--- src/rtl/cache_arbiter_pkg.sv ---
`default_nettype none
// ============================================================================
// Module      : cache_arbiter_pkg
// Description : Shared types and helpers for the L1 cache / physical memory
//               arbiter. Holds the arbiter state encoding, the grant
//               encoding and the contention-resolution function.
// Revision    : 1.0 - initial release
// ============================================================================
package cache_arbiter_pkg;

  // Arbiter states. DONE is a one-cycle gap after every response so the
  // served cache can drop its request before the next grant decision.
  typedef enum logic [1:0] {
    IDLE   = 2'd0,
    I_BUSY = 2'd1,
    D_BUSY = 2'd2,
    DONE   = 2'd3
  } arb_state_t;

  // Which cache owns the memory port for the current transaction.
  typedef enum logic {
    GRANT_I = 1'b0,
    GRANT_D = 1'b1
  } arb_grant_t;

  // Pick the winner in IDLE. A lone requester always wins. Under contention
  // the cache that was not granted last wins, so grants alternate.
  function automatic arb_grant_t arb_pick(
    input logic       i_req,
    input logic       d_req,
    input arb_grant_t last_grant
  );
    arb_grant_t w_pick;
    if (i_req && d_req) begin
      w_pick = (last_grant == GRANT_I) ? GRANT_D : GRANT_I;
    end else if (d_req) begin
      w_pick = GRANT_D;
    end else begin
      w_pick = GRANT_I;
    end
    return w_pick;
  endfunction

endpackage : cache_arbiter_pkg
`default_nettype wire

--- src/rtl/cache_arbiter.sv ---
`default_nettype none
// ============================================================================
// Module      : cache_arbiter
// Description : Shares one physical memory port between the instruction
//               cache (read-only) and the data cache (read/write). Latches
//               the granted request, runs one line transaction, and returns
//               the response only to the granted cache. Contention is
//               resolved by alternating grants. All outputs are registered.
// Revision    : 1.0 - initial release
//
// Ports
//   clk           in   clock, all state updates on the rising edge
//   reset         in   asynchronous active-high reset
//   i_read        in   icache line read request (held until i_resp)
//   i_address     in   icache line address
//   i_resp        out  one-cycle pulse, icache read complete
//   i_rdata       out  line returned to icache, valid with i_resp
//   d_read        in   dcache read request (held until d_resp)
//   d_write       in   dcache write request (held until d_resp)
//   d_address     in   dcache line address
//   d_wdata       in   dcache writeback line
//   d_resp        out  one-cycle pulse, dcache transaction complete
//   d_rdata       out  line returned to dcache, valid with d_resp
//   pmem_read     out  memory read command, held until pmem_resp
//   pmem_write    out  memory write command, held until pmem_resp
//   pmem_address  out  latched address of the granted request
//   pmem_wdata    out  latched write line
//   pmem_rdata    in   memory read line, valid with pmem_resp
//   pmem_resp     in   memory transaction complete
// ============================================================================
module cache_arbiter
  import cache_arbiter_pkg::*;
#(
  parameter int LINE_WIDTH = 256,
  parameter int ADDR_WIDTH = 32
) (
  input  logic                  clk,
  input  logic                  reset,

  input  logic                  i_read,
  input  logic [ADDR_WIDTH-1:0] i_address,
  output logic                  i_resp,
  output logic [LINE_WIDTH-1:0] i_rdata,

  input  logic                  d_read,
  input  logic                  d_write,
  input  logic [ADDR_WIDTH-1:0] d_address,
  input  logic [LINE_WIDTH-1:0] d_wdata,
  output logic                  d_resp,
  output logic [LINE_WIDTH-1:0] d_rdata,

  output logic                  pmem_read,
  output logic                  pmem_write,
  output logic [ADDR_WIDTH-1:0] pmem_address,
  output logic [LINE_WIDTH-1:0] pmem_wdata,
  input  logic [LINE_WIDTH-1:0] pmem_rdata,
  input  logic                  pmem_resp
);

  // --------------------------------------------------------------------------
  // State and output registers
  // --------------------------------------------------------------------------
  arb_state_t            r_state;
  arb_grant_t            r_last_grant;
  logic                  r_pmem_read;
  logic                  r_pmem_write;
  logic [ADDR_WIDTH-1:0] r_pmem_address;
  logic [LINE_WIDTH-1:0] r_pmem_wdata;
  logic                  r_i_resp;
  logic                  r_d_resp;
  logic [LINE_WIDTH-1:0] r_i_rdata;
  logic [LINE_WIDTH-1:0] r_d_rdata;

  // --------------------------------------------------------------------------
  // Next-state logic
  // --------------------------------------------------------------------------
  arb_state_t w_state_next;
  arb_grant_t w_grant;
  logic       w_take;
  logic       w_d_req;

  // A simultaneous read and write from the dcache is treated as a write;
  // either bit alone is a valid request.
  assign w_d_req = d_read | d_write;

  always_comb begin
    w_state_next = r_state;
    w_grant      = r_last_grant;
    w_take       = 1'b0;

    case (r_state)
      IDLE: begin
        if (i_read || w_d_req) begin
          w_take       = 1'b1;
          w_grant      = arb_pick(i_read, w_d_req, r_last_grant);
          w_state_next = (w_grant == GRANT_D) ? D_BUSY : I_BUSY;
        end
      end
      I_BUSY, D_BUSY: begin
        if (pmem_resp) begin
          w_state_next = DONE;
        end
      end
      DONE: begin
        w_state_next = IDLE;
      end
      default: begin
        w_state_next = IDLE;
      end
    endcase
  end

  // --------------------------------------------------------------------------
  // State register and datapath
  // --------------------------------------------------------------------------
  always_ff @(posedge clk or posedge reset) begin
    if (reset) begin
      r_state        <= IDLE;
      r_last_grant   <= GRANT_I;
      r_pmem_read    <= 1'b0;
      r_pmem_write   <= 1'b0;
      r_pmem_address <= '0;
      r_pmem_wdata   <= '0;
      r_i_resp       <= 1'b0;
      r_d_resp       <= 1'b0;
      r_i_rdata      <= '0;
      r_d_rdata      <= '0;
    end else begin
      r_state  <= w_state_next;
      // Responses are single-cycle pulses unless set below.
      r_i_resp <= 1'b0;
      r_d_resp <= 1'b0;

      case (r_state)
        IDLE: begin
          if (w_take) begin
            r_last_grant <= w_grant;
            if (w_grant == GRANT_D) begin
              r_pmem_address <= d_address;
              r_pmem_wdata   <= d_wdata;
              r_pmem_write   <= d_write;
              r_pmem_read    <= ~d_write;
            end else begin
              // pmem_wdata keeps its previous value; memory ignores it
              // on reads.
              r_pmem_address <= i_address;
              r_pmem_write   <= 1'b0;
              r_pmem_read    <= 1'b1;
            end
          end
        end
        I_BUSY: begin
          if (pmem_resp) begin
            r_pmem_read  <= 1'b0;
            r_pmem_write <= 1'b0;
            r_i_rdata    <= pmem_rdata;
            r_i_resp     <= 1'b1;
          end
        end
        D_BUSY: begin
          if (pmem_resp) begin
            r_pmem_read  <= 1'b0;
            r_pmem_write <= 1'b0;
            r_d_rdata    <= pmem_rdata;
            r_d_resp     <= 1'b1;
          end
        end
        default: begin
          // DONE: no grant, nothing latched; pmem_resp is ignored here.
        end
      endcase
    end
  end

  // --------------------------------------------------------------------------
  // Outputs
  // --------------------------------------------------------------------------
  assign pmem_read    = r_pmem_read;
  assign pmem_write   = r_pmem_write;
  assign pmem_address = r_pmem_address;
  assign pmem_wdata   = r_pmem_wdata;
  assign i_resp       = r_i_resp;
  assign i_rdata      = r_i_rdata;
  assign d_resp       = r_d_resp;
  assign d_rdata      = r_d_rdata;

endmodule : cache_arbiter
`default_nettype wire

--- config.mk ---
export PLATFORM = sky130hd
export DESIGN_NAME = cache_arbiter
export DESIGN_NICKNAME = d
export VERILOG_FILES = /design/src/rtl/cache_arbiter_pkg.sv /design/src/rtl/cache_arbiter.sv
export SDC_FILE = /design/constraint.sdc
export NUM_CORES = 1
export LEC_CHECK = 0
export ABC_AREA = 0
export CAP_MARGIN = 20
export CORE_AREA = 2 2 536 538
export CTS_CLUSTER_SIZE = 8
export DETAILED_ROUTE_END_ITERATION = 8
export DIE_AREA = 0 0 538 540
export PLACE_DENSITY_LB_ADDON = 0.25
export REMOVE_ABC_BUFFERS = 1
export SYNTH_ARGS = -nofsm -noshare
export SYNTH_HDL_FRONTEND = slang
export SYNTH_SLANG_ARGS = --single-unit
--- constraint.sdc ---
create_clock -name clk -period 62.3 [get_ports clk]
set_input_delay 15.575 -clock clk [delete_from_list [all_inputs] [get_ports clk]]
set_output_delay 15.575 -clock clk [all_outputs]
set_load 0.01 [all_outputs]
* Word-level counts from Yosys, hierarchy flattened
Index checks and enable logic that the tools add are counted.
** Storage, ports and cells
- Input bits :: 582
- Word-level logic and storage cells :: 53
- Output and inout port bits :: 804
- Bits in registers :: 807
** Cells by class
- Equal/unequal tests :: 6
- Multiplexer cells :: 24
- Bitwise logic cells :: 2
- Reduce and logical (&&, ||, !) cells :: 11
** Operators by type and width (number)
- $mux 32 :: 1
- $mux 1 :: 17
- $reduce_and 2->1 :: 4
- $mux 2 :: 3
- $pmux 2 s3 :: 1
- $reduce_and 3->1 :: 2
- $eq 2x2->1 const B :: 2
- $ne 2x2->1 const B :: 2
- $pmux 1 s2 :: 2
- $eq 2x1->1 const B :: 1
- $logic_not 2->1 :: 1
- $ne 2x1->1 const B :: 1
- $reduce_bool 2->1 :: 1
- $reduce_or 2->1 :: 1
- $logic_and 1x1->1 :: 1
- $logic_or 1x1->1 :: 1
- $not 1->1 :: 1
- $or 1x1->1 :: 1

* Longest topological paths before layout
Gate-level depths: netlist of the first run.
- Depth in word-level cells :: 10
- Mapped depth :: 8
- Mapped depth without buffers :: 7

* Worst setup path before layout of the first run
OpenSTA, ideal clock, no wires.
- Path type :: input-to-reg
- From :: in pmem_resp
- To :: reg r_i_rdata[0], in the netlist i_rdata[0]
- Path slack :: 45660 ps
- Stages on the path :: 4
- Data required time :: 62175 ps
- Data arrival time :: 16515 ps
- Buffers on the path :: 2
- Library setup time :: 125 ps
- Path through :: nand2_1 > buf_2 > buf_2 > mux2_2
** On the way
- Word-level cells in the longest chain between the ends :: 1
** Ends and longest elaborated chain
- from (decl) :: RTL line cache_arbiter.sv:57 : input logic pmem_resp
- $reduce_and 2->1 (no source line)
- to (signal assigned) :: RTL line cache_arbiter.sv:156 : r_i_rdata <= pmem_rdata;
- to (decl) :: RTL line cache_arbiter.sv:71 : logic [LINE_WIDTH-1:0] r_i_rdata;
Every way passes these cells.
A chain may end at the register's enable or synchronous reset.

==> results of run 1 <==
[cell usage in the layout (no fill, tap or decap), types with 3 or more instances in the layout]
cell,netlist,routed
buf_12,0,3
buf_4,4,22
clkbuf_1,3,9
clkbuf_16,0,121
clkbuf_8,0,6
clkdlybuf4s50_1,0,1385
clkinv_2,0,5
dfrtp_1,807,807
diode_2,0,31
ha_1,4,4
inv_1,5,4
mux2_1,40,40
mux2_2,529,529
mux2_4,200,200
mux2i_1,32,32
nand2_1,38,36
o21ai_0,7,7
o21ai_1,31,31
[state kept, by name (all words and copies together) (netlist names)]
name and flops:
i_resp 1, pmem_write 1, d_resp 1, d_rdata 256
pmem_address 32, r_last_grant 1, pmem_read 1, pmem_wdata 256
r_state 2, i_rdata 256
[cells by family after synthesis]
logic type	Yosys count	share of synthesized area (%)
DFF	807	65.0
buffers and inverters	100	2.21
muxes	801	31.3
and+or+nand+nor	44	0.560
AOI/OAI and AO/OA	44	0.797
adders and majority gates	4	0.161
[cell usage after synthesis]
master | number | area [sq um]
clkbuf_1 | 3 | 11.3
mux2i_1 | 32 | 320
nand2b_1 | 1 | 6.26
nor3_1 | 1 | 5.00
nor2_1 | 2 | 7.51
ha_1 | 4 | 50.1
a211o_1 | 1 | 8.76
mux2_2 | 529 | 5960
a21bo_1 | 1 | 10.0
o21ai_1 | 31 | 155
mux2_4 | 200 | 3000
nand2_2 | 1 | 6.26
nand2_1 | 38 | 143
o21ai_0 | 7 | 35.0
inv_2 | 2 | 7.51
a22o_1 | 1 | 8.76
dfrtp_1 | 807 | 20200
inv_1 | 5 | 18.8
a21o_1 | 1 | 7.51
o21a_1 | 1 | 7.51
mux2_1 | 40 | 450
buf_6 | 30 | 338
nor2b_1 | 1 | 6.26
a2bb2oi_2 | 1 | 15.0
buf_4 | 4 | 30.0
buf_2 | 56 | 280
[worst max-delay path by stage]
stage / start / to / slack, ns / cells past startpoint
final: reset / pmem_address[1] / 42.07 / 8
after floorplan: reset / d_rdata[0] / 24.06 / 1
after global placement: reset / pmem_address[21] / 41.05 / 8
after CTS: reset / pmem_address[1] / 41.87 / 8
after detailed placement: reset / pmem_address[1] / 40.93 / 8
after global routing: reset / pmem_address[1] / 41.23 / 8
[layer usage]
| metal | track usage [%] | share of wire (%) | vias up |
|---|---|---|---|
| met5 | 0 | 0.43 | - |
| met4 | 3.08 | 2.7 | 124 |
| met3 | 8.49 | 16 | 361 |
| met2 | 19.7 | 44 | 1253 |
| met1 | 14.2 | 37 | 10900 |
| li1 | - | - | 9264 |
[power groups by stage]
stage | sequential, mW | combinational (mW) | clock [mW]
2_1_floorplan | 1.06 | 0.505 | 0
3_3_place_gp | 0.964 | 1.46 | 0
3_5_place_dp | 0.966 | 1.45 | 0
4_1_cts | 0.965 | 1.46 | 0.645
5_1_grt | 0.996 | 1.50 | 0.664
6_report | 0.961 | 1.42 | 0.611
[final cells by class]
type,count,area (sq um)
fillers,30900,232000
flip-flops and latches,807,20200
repair buffers,1410,14100
multi-input cells,893,10200
well taps,3762,4710
clock buffers,136,3140
clock inverters,13,180
diodes,31,77.6
inverters,7,46.3
[worst reg2reg max path: stages (launching register included)]
cell and delay, ns:
dfrtp_1 0.37, inv_1 0.09, ha_1 0.36, nand2_8 0.58, buf_4 0.67, buf_12 0.60
buf_4 1.18, mux2_2 0.48
==> results.txt, run 1 <==
WP data required: 63.17 ns
TritonCTS Buffers: 121
Port Buffers: 1385
fin nets: 3826
vias per std cell: 3.10
crit path max fanout: 120
mapped cell area: 0.0311 sq mm
CTS tree: done
WL final: 192000 um
vias in the first global route: 23100
Resized cells post-CTS: 0
placed inst area: 0.0493 sq mm
root buf cell: clkbuf_16
post-CTS setup buffer count: 0
Post-CTS Hold Fix Bufs: 0
max incr delay on CP: 0.81 ns
GPL Wtd Cong: 0.909
placed insts: 6878
Syn Inst Count: 1800
hold wc startpoint: pmem_address[1]
worst-path cell chain: clkdlybuf4s50_1, inv_8, buf_4, buf_4, buf_4, buf_4, buf_4, buf_4
WP buf/inv: 8
initial core utilization: 10.9%
Worst slew margin: 27.9%
Combinational Power Share: 47.4%
RSZ-0062 raised after global routing: false
share of cells above drive strength 1: 27.6%
Worst R2R End: pmem_wdata[255]
# setup viols final: 0
Setup CP Type: input pin to asynchronous set/reset pin
Pint: 1.95 mW
Setup crit end kind: asynchronous set/reset pin
H-tree depth: 3
min-delay worst type: register to register
max cap viols: 0
post-DR wirelength/cell: 27.2 um
crit share post-route: 32.5%
1st-pass router iterations: 4
crit path launch type: input pin
Worst-Skew Late Latency: 0.81 ns
r2r setup slk: 57.88 ns
CTS Sinks: 807
Top delay family on crit path: buffers and inverters
Pwr per Cell Area: 56.8 mW/mm^2
Finished Layout Cells: 7059
DR DRC count: 0
Final Util: 18.5%
Final Cell Area: 0.0527 sq mm
WHS: 0.483 ns
IO Count: 1386
maximum operating frequency: 49.4 MHz
die width: 538 um
Ys Warns: 0
crit path DAT: 21.09 ns
Final WS setup: 42.07 ns
Mean Syn Cell Area: 17.3 sq um
Post-DP HPWL: 157000 um
Core ar.: 0.284 sq mm
status: finished clean
Die Y: 540 um
die area: 0.291 sq mm
worst IR drop on VDD: 0.0000249 V
Setup Skew: 0.0237 ns
setup TNS: 0 ns
Seq pwr share: 32.1%
post-synthesis register bit count: 807
routed via count: 21900
total gr overflow: 0
1st-iter DRT viols: 883
antenna viol nets, final: 0
largest net degree at the start of global routing: 123
cells on worst reg2reg path: 7
min Tclk post-route: 20.23 ns
Leak: 21.3 nW
Worst path slowest cell: buf_4
Overall Power: 2.99 mW
clock slew seen by the registers of the worst setup and hold paths: 0.05 ns
row count: 196
Clock Path Buffers: 4
first-pass GRT wire length: 244000 um
Hold Vio Cnt, Final: 0
fin. max-slew vios: 0
post-synthesis sequential area ratio: 65.0%
reg2reg start: r_state[0]
Switching Fraction: 34.9%
Unique masters post-synth: 26
switching power: 1.04 mW
cell mode on critical path: buf_4
area delta synth->final: 69.5%
Worst Max-Slew Pin Slew: 1.08 ns
antenna violations before repair: 162
Global Route Usage Sum: 12.7%
pre-CTS setup slack: 40.93 ns
Hold EP: pmem_address[1]
Clk pwr share: 20.4%
Worst Hold Depth: 2
(Power assumes the default switching activity.)
==> run 2: changes to the inputs <==
==> constraint.sdc (replaced) <==
create_clock -name clk -period 19.94 [get_ports clk]
set_input_delay 4.985 -clock clk [delete_from_list [all_inputs] [get_ports clk]]
set_output_delay 4.985 -clock clk [all_outputs]
set_load 0.01 [all_outputs]
==> results.txt, run 2 (synthesis gave the netlist of run 1 again) <==
Finished Layout Cells: 7057
Worst-Skew Late Latency: 0.85 ns
RSZ-0062 raised after global routing: false
routed via count: 21900
min-delay worst type: register to register
Leak: 21.3 nW
total gr overflow: 0
maximum operating frequency: 120 MHz
CTS tree: done
Worst slew margin: 21.7%
crit share post-route: 41.7%
Die Y: 540 um
Overall Power: 9.29 mW
1st-iter DRT viols: 755
crit path launch type: input pin
multi-input logic area: 0.0102 sq mm
die width: 538 um
initial core utilization: 10.9%
vias per std cell: 3.10
WL final: 193000 um
share of cells above drive strength 1: 27.4%
antenna viol nets, final: 0
Setup Skew: 0.0877 ns
post-DR wirelength/cell: 27.3 um
fin. max-slew vios: 0
setup TNS: 0 ns
clock slew seen by the registers of the worst setup and hold paths: 0.05 ns
Worst Max-Slew Pin Slew: 1.17 ns
crit path max fanout: 105
Post-DP HPWL: 158000 um
placed insts: 6875
status: finished clean
Resized cells post-CTS: 0
min Tclk post-route: 8.31 ns
vias in the first global route: 23200
Global Route Usage Sum: 12.8%
Post-CTS Hold Fix Bufs: 0
GPL Wtd Cong: 0.906
fin nets: 3821
DR DRC count: 0
Port Buffers: 1385
Setup CP Type: input pin to register
CTS Sinks: 807
max cap viols: 0
Clock Path Buffers: 4
first-pass GRT wire length: 245000 um
worst IR drop on VDD: 0.0000762 V
crit path DAT: 9.04 ns
most common cell after layout, fill and taps aside: clkdlybuf4s50_1
Hold Vio Cnt, Final: 0
FF+latch area: 0.0202 sq mm
# setup viols final: 0
most frequent cells in the layout: clkdlybuf4s50_1 (1385), dfrtp_1 (807), mux2_2 (529)
Core ar.: 0.284 sq mm
WHS: 0.486 ns
root buf cell: clkbuf_16
row count: 196
Pwr per Cell Area: 177 mW/mm^2
post-CTS setup buffer count: 0
Setup crit end kind: register
antenna violations before repair: 168
die area: 0.291 sq mm
TritonCTS Buffers: 119
H-tree depth: 3
WP data required: 20.67 ns
largest net degree at the start of global routing: 149
Filler cells: 30700
area delta synth->final: 69.2%
IO Count: 1386
1st-pass router iterations: 4
run 2: area by class of cell:
class	count	area share, %
Multi-Input combinational cell	893	19.5
Timing Repair Buffer	1407	26.8
Inverter	7	0.0880
Tap cell	3762	8.95
Clock inverter	7	0.164
Antenna cell	34	0.162
Sequential cell	807	38.4
Clock buffer	140	5.96
run 2: power breakdown:
group	internal [mW]	total (mW)	leakage [nW]	switching [mW]
clock network	1.08	1.87	1.58	0.783
logic	2.48	4.43	10.1	1.95
registers	2.49	3.00	9.56	0.509
total	6.06	9.29	21.3	3.24
run 2: worst max-delay path, cell delays in order:
cell and delay (ns):
clkdlybuf4s50_1 0.72, a2bb2oi_2 0.18, nand2_8 0.38, buf_4 0.62, buf_12 0.53, buf_4 0.82
mux2_2 0.41
run 2: final timing paths:
path / startpoint / end / slack [ns] / cells past startpoint
max: i_read / pmem_wdata[251] / 11.63 / 7
min reg2reg: pmem_address[14] / pmem_address[14] / 0.49 / 2
max reg2reg: r_state[0] / pmem_wdata[251] / 15.91 / 7
min in group asynchronous: reset / d_rdata[100] / 4.71 / 2
min: pmem_address[14] / pmem_address[14] / 0.49 / 2
max in group asynchronous: reset / i_rdata[125] / 12.31 / 5
run 2: per-layer routing:
layer | track usage, % | vias up | wire (um) | share of wire (%)
met2 | 20.4 | 1246 | 86200 | 45
li1 | - | 9284 | - | -
met4 | 3.25 | 134 | 5160 | 2.7
met5 | 0 | - | 847 | 0.44
met3 | 8.77 | 375 | 30100 | 16
met1 | 13.7 | 10900 | 70500 | 37
run 2: stage by stage:
stage	instance area [sq um]	utilization, %	setup WS, ns
final	52600	18.5	11.63
after global routing	52500	18.5	11.47
after global placement	49300	17.3	10.65
after detailed placement	49300	17.3	10.67
after CTS	52500	18.4	11.62
after floorplan	30400	-	-7.71
==> run 3: changes to the inputs <==
==> constraint.sdc (replaced) <==
create_clock -name clk -period 8.5 [get_ports clk]
set_input_delay 2.125 -clock clk [delete_from_list [all_inputs] [get_ports clk]]
set_output_delay 2.125 -clock clk [all_outputs]
set_load 0.01 [all_outputs]
==> results.txt, run 3 (synthesis gave the netlist of run 1 again) <==
status: finished clean
Setup crit end kind: register
DR DRC count: 0
TritonCTS Buffers: 121
Pwr per Cell Area: 416 mW/mm^2
post-DR wirelength/cell: 27.2 um
area delta synth->final: 69.7%
Leak: 21.3 nW
WL final: 193000 um
vias in the first global route: 23300
r2r setup slk: 5.03 ns
first-pass GRT wire length: 246000 um
H-tree depth: 3
Worst slew margin: 32.8%
Hold Vio Cnt, Final: 0
hold wc startpoint: pmem_address[3]
worst-path cell chain: clkdlybuf4s50_1, nand2_4, buf_4, buf_4, mux2_2
max incr delay on CP: 0.89 ns
crit share post-route: 58.2%
RSZ-0062 raised after global routing: false
CTS tree: done
IO Count: 1386
fin nets: 3827
antenna viol nets, final: 0
met3 usage: 9.53%
placed insts: 6880
die width: 538 um
clock slew seen by the registers of the worst setup and hold paths: 0.05 ns
cells on worst reg2reg path: 6
worst IR drop on VDD: 0.000194 V
Post-CTS Hold Fix Bufs: 0
initial core utilization: 10.9%
1st-pass router iterations: 5
Worst Max-Slew Pin Slew: 0.980 ns
Post-DP HPWL: 158000 um
Resized cells post-CTS: 0
GR peak layer: met2
met2 Use GR: 20.1%
# setup viols final: 0
Port Buffers: 1385
met1 global-route usage: 13.7%
share of cells above drive strength 1: 27.6%
most frequent cells in the layout: clkdlybuf4s50_1 (1385), dfrtp_1 (807), mux2_2 (529)
Global Route Usage Sum: 12.8%
WP data required: 9.19 ns
die area: 0.291 sq mm
Finished Layout Cells: 7076
crit path max fanout: 63
row count: 196
routed via count: 22000
Core ar.: 0.284 sq mm
cell mode on critical path: buf_4
CP startpoint: pmem_resp
fin. max-slew vios: 0
most common cell after layout, fill and taps aside: clkdlybuf4s50_1
Worst-Skew Late Latency: 0.82 ns
Setup CP Type: input pin to register
min Tclk post-route: 4.94 ns
min-delay worst type: register to register
Clock Path Buffers: 4
Setup Skew: 0.0276 ns
GPL Wtd Cong: 0.932
crit path launch type: input pin
total gr overflow: 0
antenna violations before repair: 180
reg2reg start: r_state[0]
largest net degree at the start of global routing: 133
setup TNS: 0 ns
Worst Hold Depth: 2
maximum operating frequency: 202 MHz
root buf cell: clkbuf_16
vias per std cell: 3.11
Worst path slowest cell: buf_4
crit path DAT: 5.64 ns
CTS Sinks: 807
1st-iter DRT viols: 818
post-CTS setup buffer count: 0
max cap viols: 0
Die Y: 540 um
-- run 3: routing by layer --
layer,routed length [um],vias to the layer above
li1,-,9311
met1,69300,10900
met2,85100,1245
met3,33000,409
met4,4460,148
met5,959,-
-- run 3: final cells by class --
| class | count | area (sq um) |
|---|---|---|
| Inverter | 7 | 46.3 |
| Clock inverter | 11 | 134 |
| Sequential cell | 807 | 20200 |
| Tap cell | 3762 | 4710 |
| Clock buffer | 145 | 3190 |
| Fill cell | 30900 | 232000 |
| Timing Repair Buffer | 1411 | 14100 |
| Antenna cell | 40 | 100 |
| Multi-Input combinational cell | 893 | 10200 |
-- run 3: worst paths after layout --
kind	end
min reg2reg	pmem_address[3]
max in group asynchronous	pmem_wdata[0]
min in group asynchronous	i_rdata[77]
max	d_rdata[230]
min	pmem_address[3]
max reg2reg	d_rdata[230]
-- run 3: worst max-delay path: cells and delay by family --
family	cells	cell delay, ns
buf+inv	3	2.26
simple gates	1	0.75
mux	1	0.41
-- run 3: metrics by stage --
step	hold slack [ns]	util, %	cell area [sq um]	setup WS [ns]	total power [mW]
floorplan	0.476	-	30400	-16.29	11.5
global placement	0.467	17.3	49300	2.63	17.7
detailed placement	0.479	17.3	49300	2.64	17.7
CTS	0.493	18.5	52600	3.58	22.5
global route	0.507	18.5	52600	3.44	23.2
finish	0.487	18.5	52700	3.56	21.9
-- run 3: power by group --
part | switching [mW] | leakage [nW] | internal [mW]
clock network | 1.88 | 1.63 | 2.62
registers | 1.16 | 9.56 | 5.84
logic | 4.59 | 10.1 | 5.83
total | 7.64 | 21.3 | 14.3
